### src/rtl/screen_sequencer.sv
// Game screen sequencer: TITLE/IDLE/COUNTDOWN/PLAY/PAUSE/WON FSM with a full-frame redraw sweep.
// Latency: one cycle from button edge or game_over to new screen; never back-pressured, and transitions restart any sweep.
module screen_sequencer #(
  parameter int TICK_DIV      = 50000000,
  parameter int COUNTDOWN_SEC = 5
) (
  input  logic       CLOCK_50,
  input  logic       resetn,
  input  logic       start_btn,
  input  logic       pause_btn,
  input  logic       game_over,
  input  logic       winner,
  output logic [2:0] screen_sel,
  output logic [6:0] screen_en,
  output logic [2:0] count_val,
  output logic [7:0] redraw_x,
  output logic [6:0] redraw_y,
  output logic       redraw_plot,
  output logic       redraw_busy,
  output logic       game_run
);

  localparam int             TW         = (TICK_DIV > 1) ? $clog2(TICK_DIV) : 1;
  localparam logic [TW-1:0]  TICK_LAST  = TW'(TICK_DIV - 1);
  localparam logic [2:0]     COUNT_INIT = 3'(COUNTDOWN_SEC);
  localparam logic [7:0]     X_LAST     = 8'd159;
  localparam logic [6:0]     Y_LAST     = 7'd119;

  typedef enum logic [2:0] {
    S_TITLE     = 3'd0,
    S_IDLE      = 3'd1,
    S_COUNTDOWN = 3'd2,
    S_PLAY      = 3'd3,
    S_PAUSE     = 3'd4,
    S_A_WON     = 3'd5,
    S_B_WON     = 3'd6
  } state_t;

  state_t        state, next_state;
  logic          start_q, pause_q;
  logic          start_e, pause_e;
  logic [TW-1:0] tick_cnt, tick_nxt;
  logic [2:0]    count_nxt;
  logic          tick_wrap;

  logic [7:0]    x_nxt;
  logic [6:0]    y_nxt;
  logic          busy_nxt;
  logic          state_chg;
  logic [6:0]    en_nxt;
  logic          run_nxt;

  // Next-state and countdown datapath
  always_comb begin
    start_e    = start_btn & ~start_q;
    pause_e    = pause_btn & ~pause_q;
    tick_wrap  = (tick_cnt == TICK_LAST);
    next_state = state;
    tick_nxt   = '0;
    count_nxt  = '0;
    case (state)
      S_TITLE: begin
        if (start_e) next_state = S_IDLE;
      end
      S_IDLE: begin
        if (start_e) begin
          next_state = S_COUNTDOWN;
          count_nxt  = COUNT_INIT;
        end
      end
      S_COUNTDOWN: begin
        count_nxt = count_val;
        tick_nxt  = tick_cnt + TW'(1);
        if (tick_wrap) begin
          tick_nxt = '0;
          if (count_val <= 3'd1) begin
            next_state = S_PLAY;
            count_nxt  = '0;
          end else begin
            count_nxt = count_val - 3'd1;
          end
        end
      end
      S_PLAY: begin
        // game_over takes priority over a simultaneous pause edge
        if (game_over)    next_state = winner ? S_B_WON : S_A_WON;
        else if (pause_e) next_state = S_PAUSE;
      end
      S_PAUSE: begin
        if (pause_e) next_state = S_PLAY;
      end
      S_A_WON, S_B_WON: begin
        if (start_e) next_state = S_IDLE;
      end
      default: next_state = S_TITLE;
    endcase
  end

  // Redraw sweep: raster x inside y, restarted on every screen change
  always_comb begin
    state_chg = (next_state != state);
    x_nxt     = redraw_x;
    y_nxt     = redraw_y;
    busy_nxt  = redraw_busy;
    if (state_chg) begin
      x_nxt    = '0;
      y_nxt    = '0;
      busy_nxt = 1'b1;
    end else if (redraw_busy) begin
      if (redraw_x == X_LAST) begin
        x_nxt = '0;
        if (redraw_y == Y_LAST) begin
          y_nxt    = '0;
          busy_nxt = 1'b0;
        end else begin
          y_nxt = redraw_y + 7'd1;
        end
      end else begin
        x_nxt = redraw_x + 8'd1;
      end
    end
    en_nxt  = 7'd1 << next_state;
    run_nxt = (next_state == S_PLAY) && !busy_nxt;
  end

  always_ff @(posedge CLOCK_50 or negedge resetn) begin
    if (!resetn) begin
      state       <= S_TITLE;
      start_q     <= 1'b0;
      pause_q     <= 1'b0;
      tick_cnt    <= '0;
      count_val   <= '0;
      screen_en   <= 7'b0000001;
      redraw_x    <= '0;
      redraw_y    <= '0;
      redraw_busy <= 1'b1;
      redraw_plot <= 1'b1;
      game_run    <= 1'b0;
    end else begin
      state       <= next_state;
      start_q     <= start_btn;
      pause_q     <= pause_btn;
      tick_cnt    <= tick_nxt;
      count_val   <= count_nxt;
      screen_en   <= en_nxt;
      redraw_x    <= x_nxt;
      redraw_y    <= y_nxt;
      redraw_busy <= busy_nxt;
      redraw_plot <= busy_nxt;
      game_run    <= run_nxt;
    end
  end

  assign screen_sel = state;

endmodule

### config.mk
export PLATFORM = sky130hd
export DESIGN_NAME = screen_sequencer
export DESIGN_NICKNAME = d
export VERILOG_FILES = /design/src/rtl/screen_sequencer.sv
export SDC_FILE = /design/constraint.sdc
export NUM_CORES = 1
export LEC_CHECK = 0
export CAP_MARGIN = 20
export CORE_MARGIN = 5
export CORE_UTILIZATION = 51
export CTS_BUF_LIST = sky130_fd_sc_hd__clkbuf_16
export CTS_CLUSTER_DIAMETER = 60
export DETAILED_ROUTE_END_ITERATION = 8
export PLACE_DENSITY = 0.75
export SYNTH_ARGS = -nofsm -noshare
export SYNTH_HDL_FRONTEND = slang
export SYNTH_SLANG_ARGS = --single-unit
### constraint.sdc
create_clock -name CLOCK_50 -period 2.6 [get_ports CLOCK_50]
set_input_delay 0.52 -clock CLOCK_50 [delete_from_list [all_inputs] [get_ports CLOCK_50]]
set_output_delay 0.52 -clock CLOCK_50 [all_outputs]
set_load 0.02 [all_outputs]
==> key figures <==
Status
  – Status: finished clean

Timing
  – Period Utilization, post-route: around 90%
  – Final min period: between 2 and 2.5 ns
  – Worst hold slack: 0.164 ns
  – Setup Total Neg Slack: 0 ns
  – Clock skew: about 0.0072 ns
  – RSZ-0062 raised after global routing: no
  – Least-Margin Pin Slew: around 0.56 ns
  – Max-Slew Margin vs Limit: 62.7%
  – Fmax: approximately 430 MHz
  – Max Slew Vio Count: 0
  – Final WS setup: roughly 0.25 ns
  – Setup violations, final: 0
  – Final-report hold violation count: 0

Floorplanning
  – IO Count: 37
  – Full die area: 0.00737 mm^2
  – Die Wd: 85.9 um
  – FP Rows: 27
  – Core area: roughly 0.0055 mm^2
  – Die height: roughly 86 um
  – Initial core utilization: between 50% and 60%

Global route
  – Antenna violations before repair: 0
  – Global-route wire length before repair: around 11 mm
  – GRT Total Usage: between 15 and 20%
  – Largest net degree at the start of global routing: 38
  – Number of global-route vias before repair: roughly 2300
  – Remaining global-route overflow: 0

Setup path
  – Crit Path Class: reg2reg
  – CP cell instances: ha_1, and4_1, and2b_1, nand3_1, or4_4, o21ai_4, a221oi_1
  – Critical path's slowest cell: or4_4
  – Worst r2r path cells: 7
  – Crit-path max FO: 24
  – Crit path capture type: flip-flop
  – CP Data Required Time: ~2.8 ns
  – R2R setup slack: between 0.2 and 0.25 ns
  – Crit-path max cell delay: ~0.57 ns
  – Top Family by Delay on Critical Path: simple AND/OR/NAND/NOR gates
  – Reg2reg end: redraw_y[1]
  – Buf+Inv Stages, Crit Path: 0
  – Worst Path Arrival: 2.52 ns
  – Worst setup SP type: flip-flop
  – Worst r2r src: tick_cnt[1]

Layout
  – Total area of sequential cells: 0.00145 mm^2
  – FILL cells: roughly 440
  – Post-layout nets: 362
  – Layout Cells excl Fill: around 430
  – Area Overhead vs Synth: 25.9%
  – Most frequent cells in the layout: dfrtp_1 (56), nor2_1 (40), nand2_1 (36)
  – Multi-input logic area: between 0.001 and 0.0015 mm^2
  – Most common cell after layout, fill and taps aside: dfrtp_1
  – Diodes inserted: 0
  – Layout cells sized above 1: under 10%
  – Final Cell Area: about 0.0037 mm^2
  – Final core utilization: between 60% and 70%

Placement
  – Pre-CTS setup slack: -0.0290 ns
  – Buffers on Ports: 36
  – Dpl hpwl: 4.14 mm
  – Placed cell area: 0.00343 mm^2
  – Placed Instances: roughly 410
  – Placer Congestion: 0.823

Pwr
  – VDD IR max: ~0.74 mV
  – Total leakage power: around 1.7 nW
  – Total power: just over 3 mW
  – Pwr dens: between 800 and 900 mW/mm^2

Clocking
  – CTS tree: yes
  – Post-CTS Setup Repair Bufs: 0
  – Max clock buf depth: 2
  – Skew-Pair Late Insertion Delay: 0.32 ns
  – Clk root buf: clkbuf_16
  – Reg clk slew, reported paths: ~0.05 ns
  – H-tree Lvls: 3
  – Clock tree sinks: 58
  – Hold buffers post-CTS: 0
  – PostCTS Resize Cnt: 1
  – CTS buffer count: 9

Detailed routing
  – # DRC: 0
  – 1st-pass router iterations: 6
  – Drt wl/cell: about 14 um
  – Drt total wl: roughly 6.0 mm
  – Number of nets with antenna violations after routing: 0
  – DR vias: 2296
  – Iteration-0 DRC Markers: 144
  – Via-to-Cell Ratio: roughly 5.4

Logic synthesis
  – Area fraction of the dominant cell type after synthesis: between 40% and 50%
  – Syn_nets: approximately 320
  – Synth top area cells: dfrtp_1 (48%), xor2_1 (6.3%), nor2_1 (5.1%)
  – Dominant synthesized flop cell: dfrtp_1
  – Yosys warnings: 0
  – Post-Syn Instances: between 300 and 400
  – Mapped cell area: slightly below 0.003 mm^2
  – Seq/Total Area, Yosys: 49.5%
  – Flops & latches, synth: between 50 and 60
  – Synth area leader: dfrtp_1
  – Post-synth EDFFs: 0
  – Syn Area/Cell: slightly below 10 um^2
  – Yosys cell types: 46
  – Post-synth ARST share: 100%

Min path
  – Worst hold path class: in2async

Job
  – MaxCap Viol Count: 0
[where the power goes]
group          internal [mW]  switching [mW]
clock                  0.621           0.366
combinational          0.400           0.582
sequential              1.02           0.116
total                   2.04            1.06
[cell usage after synthesis (2+ instances only)]
master / count
dfstp_2: 2
xnor2_1: 10
a21oi_1: 9
clkbuf_1: 7
xor2_1: 21
o21ai_0: 5
a211oi_1: 16
nor4_1: 2
nor3_1: 6
ha_1: 5
nand3_1: 17
nand2b_1: 5
and2b_1: 4
buf_4: 2
nor2_1: 40
and3_1: 8
a211o_1: 2
nand4_1: 6
nand2_1: 36
nor2b_1: 7
or2_2: 3
mux2i_1: 3
and4_1: 4
dfrtp_1: 56
buf_2: 2
inv_1: 6
[how the worst max path moves through the flow]
stage / endpoint / cells after the start / startpoint / slack [ns]
6_report: redraw_y[1] / 7 / tick_cnt[1] / 0.25
5_1_grt: redraw_y[1] / 7 / tick_cnt[0] / 0.06
4_1_cts: redraw_y[1] / 7 / tick_cnt[1] / 0.22
3_5_place_dp: redraw_y[1] / 7 / tick_cnt[1] / -0.03
3_3_place_gp: redraw_y[1] / 8 / pause_btn / 0.02
2_1_floorplan: redraw_y[2] / 8 / tick_cnt[0] / 0.40
[routing by layer]
layer / track usage, % / vias to the layer above / routed length [um]
met5: 0 / - / 0
met4: 6.47 / 0 / 87
met3: 4.80 / 5 / 240
met2: 27.9 / 44 / 2810
met1: 24.0 / 1096 / 2890
li1: - / 1151 / -
[layout make-up]
| cell class | instances | area share, % |
|---|---|---|
| flip-flops and latches | 58 | 39.3 |
| multi-input cells | 228 | 38.0 |
| repair buffers | 48 | 12.7 |
| clock buffers | 9 | 6.10 |
| well taps | 72 | 2.44 |
| clock inverters | 7 | 0.779 |
| inverters | 6 | 0.610 |
[sequential cells by signal (all words and copies together), names as in the netlist, 3 cells and up]
signal      count
tick_cnt       26
redraw_x        8
redraw_y        7
screen_en       7
count_val       3
screen_sel      3
[cell families (layout without fill, tap and decap cells)]
logic type | Yosys count | count (layout) | synth area share [%]
AND/OR/NAND/NOR | 147 | 147 | 25.2
flip-flops | 58 | 58 | 49.5
AO/OA/AOI/OAI | 41 | 41 | 9.59
XOR/XNOR | 31 | 31 | 9.25
buffers and inverters | 18 | 70 | 2.90
adder cells (fa/ha/maj) | 5 | 5 | 2.13
multiplexers | 4 | 4 | 1.41
No activity file was read; power rests on OpenSTA's default activity.
